### src/rtl/dmem_arbiter_pkg.sv
// Shared constants for the data-memory arbiter: access unit sizes and sequencer state encoding.
package dmem_arbiter_pkg;

    localparam logic [2:0] UNIT_B  = 3'b000;
    localparam logic [2:0] UNIT_H  = 3'b001;
    localparam logic [2:0] UNIT_W  = 3'b010;
    localparam logic [2:0] UNIT_BU = 3'b100;
    localparam logic [2:0] UNIT_HU = 3'b101;

    typedef enum logic [1:0] {
        StIdle   = 2'd0,
        StAccess = 2'd1,
        StResp   = 2'd2
    } arb_state_e;

    localparam logic PORT_CPU = 1'b0;
    localparam logic PORT_DBG = 1'b1;

endpackage

### src/rtl/dmem_arbiter_align_check.sv
// Combinational misalignment detector for a latched request (address low bits vs unit size).
module dmem_arbiter_align_check (
    input  logic [1:0] addr_lo,
    input  logic [1:0] amp_lo,
    output logic       mis
);
    always_comb begin
        mis = 1'b0;
        unique case (amp_lo)
            2'b01:   mis = addr_lo[0];
            2'b10:   mis = |addr_lo;
            default: mis = 1'b0;
        endcase
    end
endmodule

### src/rtl/dmem_arbiter.sv
// Two-port DMem arbiter: CPU (port 0) and debug/loader (port 1), IDLE->ACCESS->RESP per access.
// Define DMEM_ARB_RR_EN for round-robin arbitration; fixed CPU priority otherwise.
module dmem_arbiter
    import dmem_arbiter_pkg::*;
#(
    parameter int unsigned ADDR_W = 32,
    parameter int unsigned DATA_W = 32
) (
    input  logic              clk,
    input  logic              rstn,
    input  logic              cpu_req,
    input  logic              cpu_we,
    input  logic [ADDR_W-1:0] cpu_addr,
    input  logic [2:0]        cpu_amp,
    input  logic [DATA_W-1:0] cpu_wdata,
    output logic              cpu_ack,
    output logic [DATA_W-1:0] cpu_rdata,
    output logic              cpu_err,
    output logic              cpu_stall,
    input  logic              dbg_req,
    input  logic              dbg_we,
    input  logic [ADDR_W-1:0] dbg_addr,
    input  logic [2:0]        dbg_amp,
    input  logic [DATA_W-1:0] dbg_wdata,
    output logic              dbg_ack,
    output logic [DATA_W-1:0] dbg_rdata,
    output logic              dbg_err,
    output logic              mem_re,
    output logic              mem_we,
    output logic [ADDR_W-1:0] mem_addr,
    output logic [2:0]        mem_amp,
    output logic [DATA_W-1:0] mem_wdata,
    input  logic [DATA_W-1:0] mem_rdata
);
    arb_state_e        state_q, state_d;
    logic              lat_we_q, lat_port_q;
    logic [ADDR_W-1:0] lat_addr_q;
    logic [2:0]        lat_amp_q;
    logic [DATA_W-1:0] lat_wdata_q;
    logic [DATA_W-1:0] cpu_rdata_q, dbg_rdata_q;
    logic              cpu_err_q, dbg_err_q;
    logic              any_req, win, mis, grant;

    assign any_req = cpu_req | dbg_req;
    assign grant   = (state_q == StIdle) & any_req;

`ifdef DMEM_ARB_RR_EN
    logic last_winner_q;

    // On a tie the port that did not win last time is served.
    always_comb begin
        win = PORT_CPU;
        if (cpu_req && dbg_req) win = ~last_winner_q;
        else                    win = cpu_req ? PORT_CPU : PORT_DBG;
    end

    always_ff @(posedge clk or negedge rstn) begin
        if (!rstn)      last_winner_q <= PORT_DBG;
        else if (grant) last_winner_q <= win;
    end
`else
    always_comb begin
        win = cpu_req ? PORT_CPU : PORT_DBG;
    end
`endif

    always_comb begin
        state_d = state_q;
        unique case (state_q)
            StIdle:   if (any_req) state_d = StAccess;
            StAccess: state_d = StResp;
            StResp:   state_d = StIdle;
            default:  state_d = StIdle;
        endcase
    end

    always_ff @(posedge clk or negedge rstn) begin
        if (!rstn) state_q <= StIdle;
        else       state_q <= state_d;
    end

    always_ff @(posedge clk or negedge rstn) begin
        if (!rstn) begin
            lat_we_q    <= 1'b0;
            lat_port_q  <= PORT_CPU;
            lat_addr_q  <= '0;
            lat_amp_q   <= '0;
            lat_wdata_q <= '0;
        end else if (grant) begin
            lat_port_q  <= win;
            lat_we_q    <= (win == PORT_DBG) ? dbg_we    : cpu_we;
            lat_addr_q  <= (win == PORT_DBG) ? dbg_addr  : cpu_addr;
            lat_amp_q   <= (win == PORT_DBG) ? dbg_amp   : cpu_amp;
            lat_wdata_q <= (win == PORT_DBG) ? dbg_wdata : cpu_wdata;
        end
    end

    dmem_arbiter_align_check u_align_check (
        .addr_lo (lat_addr_q[1:0]),
        .amp_lo  (lat_amp_q[1:0]),
        .mis     (mis)
    );

    // Response registers are captured at the closing edge of ACCESS and held afterwards.
    always_ff @(posedge clk or negedge rstn) begin
        if (!rstn) begin
            cpu_rdata_q <= '0;
            dbg_rdata_q <= '0;
            cpu_err_q   <= 1'b0;
            dbg_err_q   <= 1'b0;
        end else if (state_q == StAccess) begin
            if (lat_port_q == PORT_DBG) begin
                dbg_rdata_q <= mis ? '0 : mem_rdata;
                dbg_err_q   <= mis;
            end else begin
                cpu_rdata_q <= mis ? '0 : mem_rdata;
                cpu_err_q   <= mis;
            end
        end
    end

    always_comb begin
        mem_we    = (state_q == StAccess) & lat_we_q & ~mis;
        mem_re    = (state_q == StAccess) & ~lat_we_q & ~mis;
        mem_addr  = lat_addr_q;
        mem_amp   = lat_amp_q;
        mem_wdata = lat_wdata_q;
        cpu_ack   = (state_q == StResp) & (lat_port_q == PORT_CPU);
        dbg_ack   = (state_q == StResp) & (lat_port_q == PORT_DBG);
        cpu_rdata = cpu_rdata_q;
        dbg_rdata = dbg_rdata_q;
        cpu_err   = cpu_err_q;
        dbg_err   = dbg_err_q;
        cpu_stall = cpu_req & ~cpu_ack;
    end

endmodule

### config.mk
export PLATFORM = sky130hd
export DESIGN_NAME = dmem_arbiter
export DESIGN_NICKNAME = d
export VERILOG_FILES = /design/src/rtl/dmem_arbiter_pkg.sv /design/src/rtl/dmem_arbiter_align_check.sv /design/src/rtl/dmem_arbiter.sv
export SDC_FILE = /design/constraint.sdc
export NUM_CORES = 1
export LEC_CHECK = 0
export ABC_AREA = 1
export ABC_CLOCK_PERIOD_IN_PS = 1850
export CAP_MARGIN = 20
export CORE_MARGIN = 3
export CORE_UTILIZATION = 41
export DETAILED_ROUTE_END_ITERATION = 10
export GPL_TIMING_DRIVEN = 1
export PLACE_DENSITY = 0.89
export SYNTH_ARGS = -nofsm -noshare
export SYNTH_HDL_FRONTEND = slang
export SYNTH_SLANG_ARGS = --single-unit
### constraint.sdc
create_clock -name clk -period 1.85 [get_ports clk]
set_clock_uncertainty 0.15 [all_clocks]
set_input_delay 0.2775 -clock clk [delete_from_list [all_inputs] [get_ports clk]]
set_output_delay 0.2775 -clock clk [all_outputs]
set_load 0.005 [all_outputs]
==> run metrics <==
ANT nets after route=0; pwr/cell area=around 1600 nW/um^2; Final Critical Period=roughly 2 ns; Async S/R FF share, synth=between 90% and 100%; most frequent cell on the critical path=nand2_2; Post-synth EDFFs=0; placed cell areas=about 9600 um^2; critical path type=reg2out; Initial Util=between 40% and 50%; Post-Syn Instances=around 820; Largest delay share family, worst path=flip-flops; Row Count=between 40 and 50; HPWL Detailed=about 14000 um; first-pass GRT wire length=31300 um; Clock Pin Slew Worst Setup and Hold Paths=0.06 ns; initial antenna violation count=0; total of max-cap violations=0; cells along the critical path=inv_2 > ha_4 > nor2_4 > nand2_2 > nand2_2 > nor2_1 > buf_2; Post-Syn Area=around 6200 um^2; Initial DRC Count=about 430; status=complete, but fails checks; Port Buf Inserts=309; Final #Nets=1302; placed insts=around 1300; worst rel slew slack=between 50% and 60%; GRT overflow=0; Worst Hold Class=in2async; largest area contributor in the netlist=dfrtp_1; final instance area=between 10000 and 15000 um^2; Worst Path Max Fanout=3; Post-synth top cells=400 x nand2_1, 137 x dfrtp_1, 75 x inv_1, 72 x o21ai_0, 64 x nand3_1; Slew Limit Fails=0; Worst Path Arrival=roughly 1.6 ns; CTS tree=built; latest clock arrival within the worst-skew pair=roughly 0.41 ns; Avg Cell Area, Syn=7.64 um^2; worst setup margin=-0.146 ns; P_leak=5.20 nW; worst hold slack=approximately 0.16 ns; most common cell in the netlist=nand2_1; Fillers=1079; pre-CTS WS=-0.0972 ns; Worst-Margin Slew=0.601 ns; top cell type's share of synthesized area=54.9%; Worst Path Required=roughly 1.4 ns; antenna diode count=0; Post-Synthesis Net Count=a little under 1000; max incr delay on CP=around 0.44 ns; Num Clock Sinks=roughly 140; CTS root buf=clkbuf_16; core region area=~15000 um^2; Final Hold Vio Count=0; Ys Warns=0; setup violation total in the final timing report=3; pin count of the biggest net entering global routing=67; WL per Instance=between 15 and 20 um; fmax=about 0.5 GHz; Max rail drop VDD=roughly 0.96 mV; GPL Wtd Cong=0.805; WP buf/inv=2; Vert. Die Dim=around 130 um; Die ar.=roughly 17000 um^2; drt pass-1 iters=5; fin crit share=108%; count of cell types in the netlist=15; number of global-route vias before repair=6233; failing checks=setup timing; flops & latches, synth=about 140; dominant synthesized flop cell=dfrtp_1; Worst setup SP type=register; total number of vias=roughly 6500; DR vias/cell=roughly 5; final WL=a little over 20000 um; Die W=approximately 130 um; Total GRT Usage=a little under a quarter; area growth from synthesis to layout=66.0%; CP max-delay cell=dfrtp_2; htree depth=4; DRC viols=0; Clock Tree Buf Depth=2; post-synthesis sequential area ratio=about 55%; CTS buffer count=17; unrepaired setup endpoints after global routing=true; Area contributors post-synth=dfrtp_1 55%, nand2_1 24%, o21ai_0 5.8%; Top Ports=310; share of layout cells above drive strength 1=~8.0%; Crit. End Element=output port; Non-Filler Instances=around 1300
-- per-layer routing --
layer  GRT usage [%]  part of all wire, %
met1            28.6                   39
met2            40.8                   50
met3            7.13                  8.6
met4            8.09                  2.2
met5               0                    0
-- cell type report --
class	count	area, um^2	area share [%]
clock inverter	14	145	1.40
multi-input combinational	553	2360	22.8
inverter	79	297	2.86
tap	184	230	2.22
timing repair buffer	340	3460	33.4
sequential	137	3430	33.1
clock buffer	18	439	4.24
-- state kept, by name, indices dropped and copies added (netlist names) --
name and cells:
cpu_rdata 32, dbg_rdata 32, mem_addr 32, mem_wdata 32, mem_amp 3, state_q 2
cpu_err 1, dbg_err 1, lat_port_q 1, lat_we_q 1
-- layout by cell type (no fill, tap or decap), types with 6 or more instances in the layout --
master           synthesis  routed
nand2_1                400     398
clkdlybuf4s50_1          0     300
dfrtp_1                137     135
inv_1                   75      73
o21ai_0                 72      71
nand3_1                 64      64
clkbuf_16                0      17
buf_6                    0      12
buf_4                    7      11
buf_12                   0       9
inv_2                    4       6
-- worst paths after layout --
path                         startpoint       endpoint  slack, ns  depth (start not counted)
setup / recovery             mem_amp[0]         mem_re      -0.15                          7
hold / removal                     rstn  cpu_rdata[26]       0.16                          2
setup reg to reg             state_q[0]    mem_addr[0]       0.07                          7
hold reg to reg            mem_addr[17]   mem_addr[17]       0.33                          2
max in group asynchronous          rstn   cpu_rdata[6]       0.85                          3
min in group clk                cpu_req     lat_port_q       0.18                          3
-- what timing repair did --
item / 4_1_cts / 5_1_grt
pin swaps: 8 / 10
setup endpoints to repair: 42 / 72
resized for setup: 39 / 16
hold buffers: 1 / 0
hold endpoints to repair: 137 / 0
setup buffers: 12 / 0
-- through the flow --
step	total power, W	util, %	setup TNS, ns
after global routing	0.0173	70.5	-0.565
after global placement	0.0122	65.3	-0.192
after floorplan	0.00805	-	0
after detailed placement	0.0124	65.3	-0.296
after CTS	0.0161	70.2	-0.724
final	0.0162	70.5	-0.305
-- logic make-up after synthesis --
logic type	share of synthesized area, %
buffers and inverters	8.56
AO/OA/AOI/OAI	6.23
AND/OR/NAND/NOR	29.9
adder cells (fa/ha/maj)	0.401
flip-flops	54.9
-- power by group --
part	total (W)	switching (W)	internal, W
Clock	0.00334	0.00132	0.00202
Combinational	0.00754	0.00349	0.00406
Sequential	0.00532	0.000867	0.00445
Total	0.0162	0.00568	0.0105
Power figures use the tool's default switching activity.
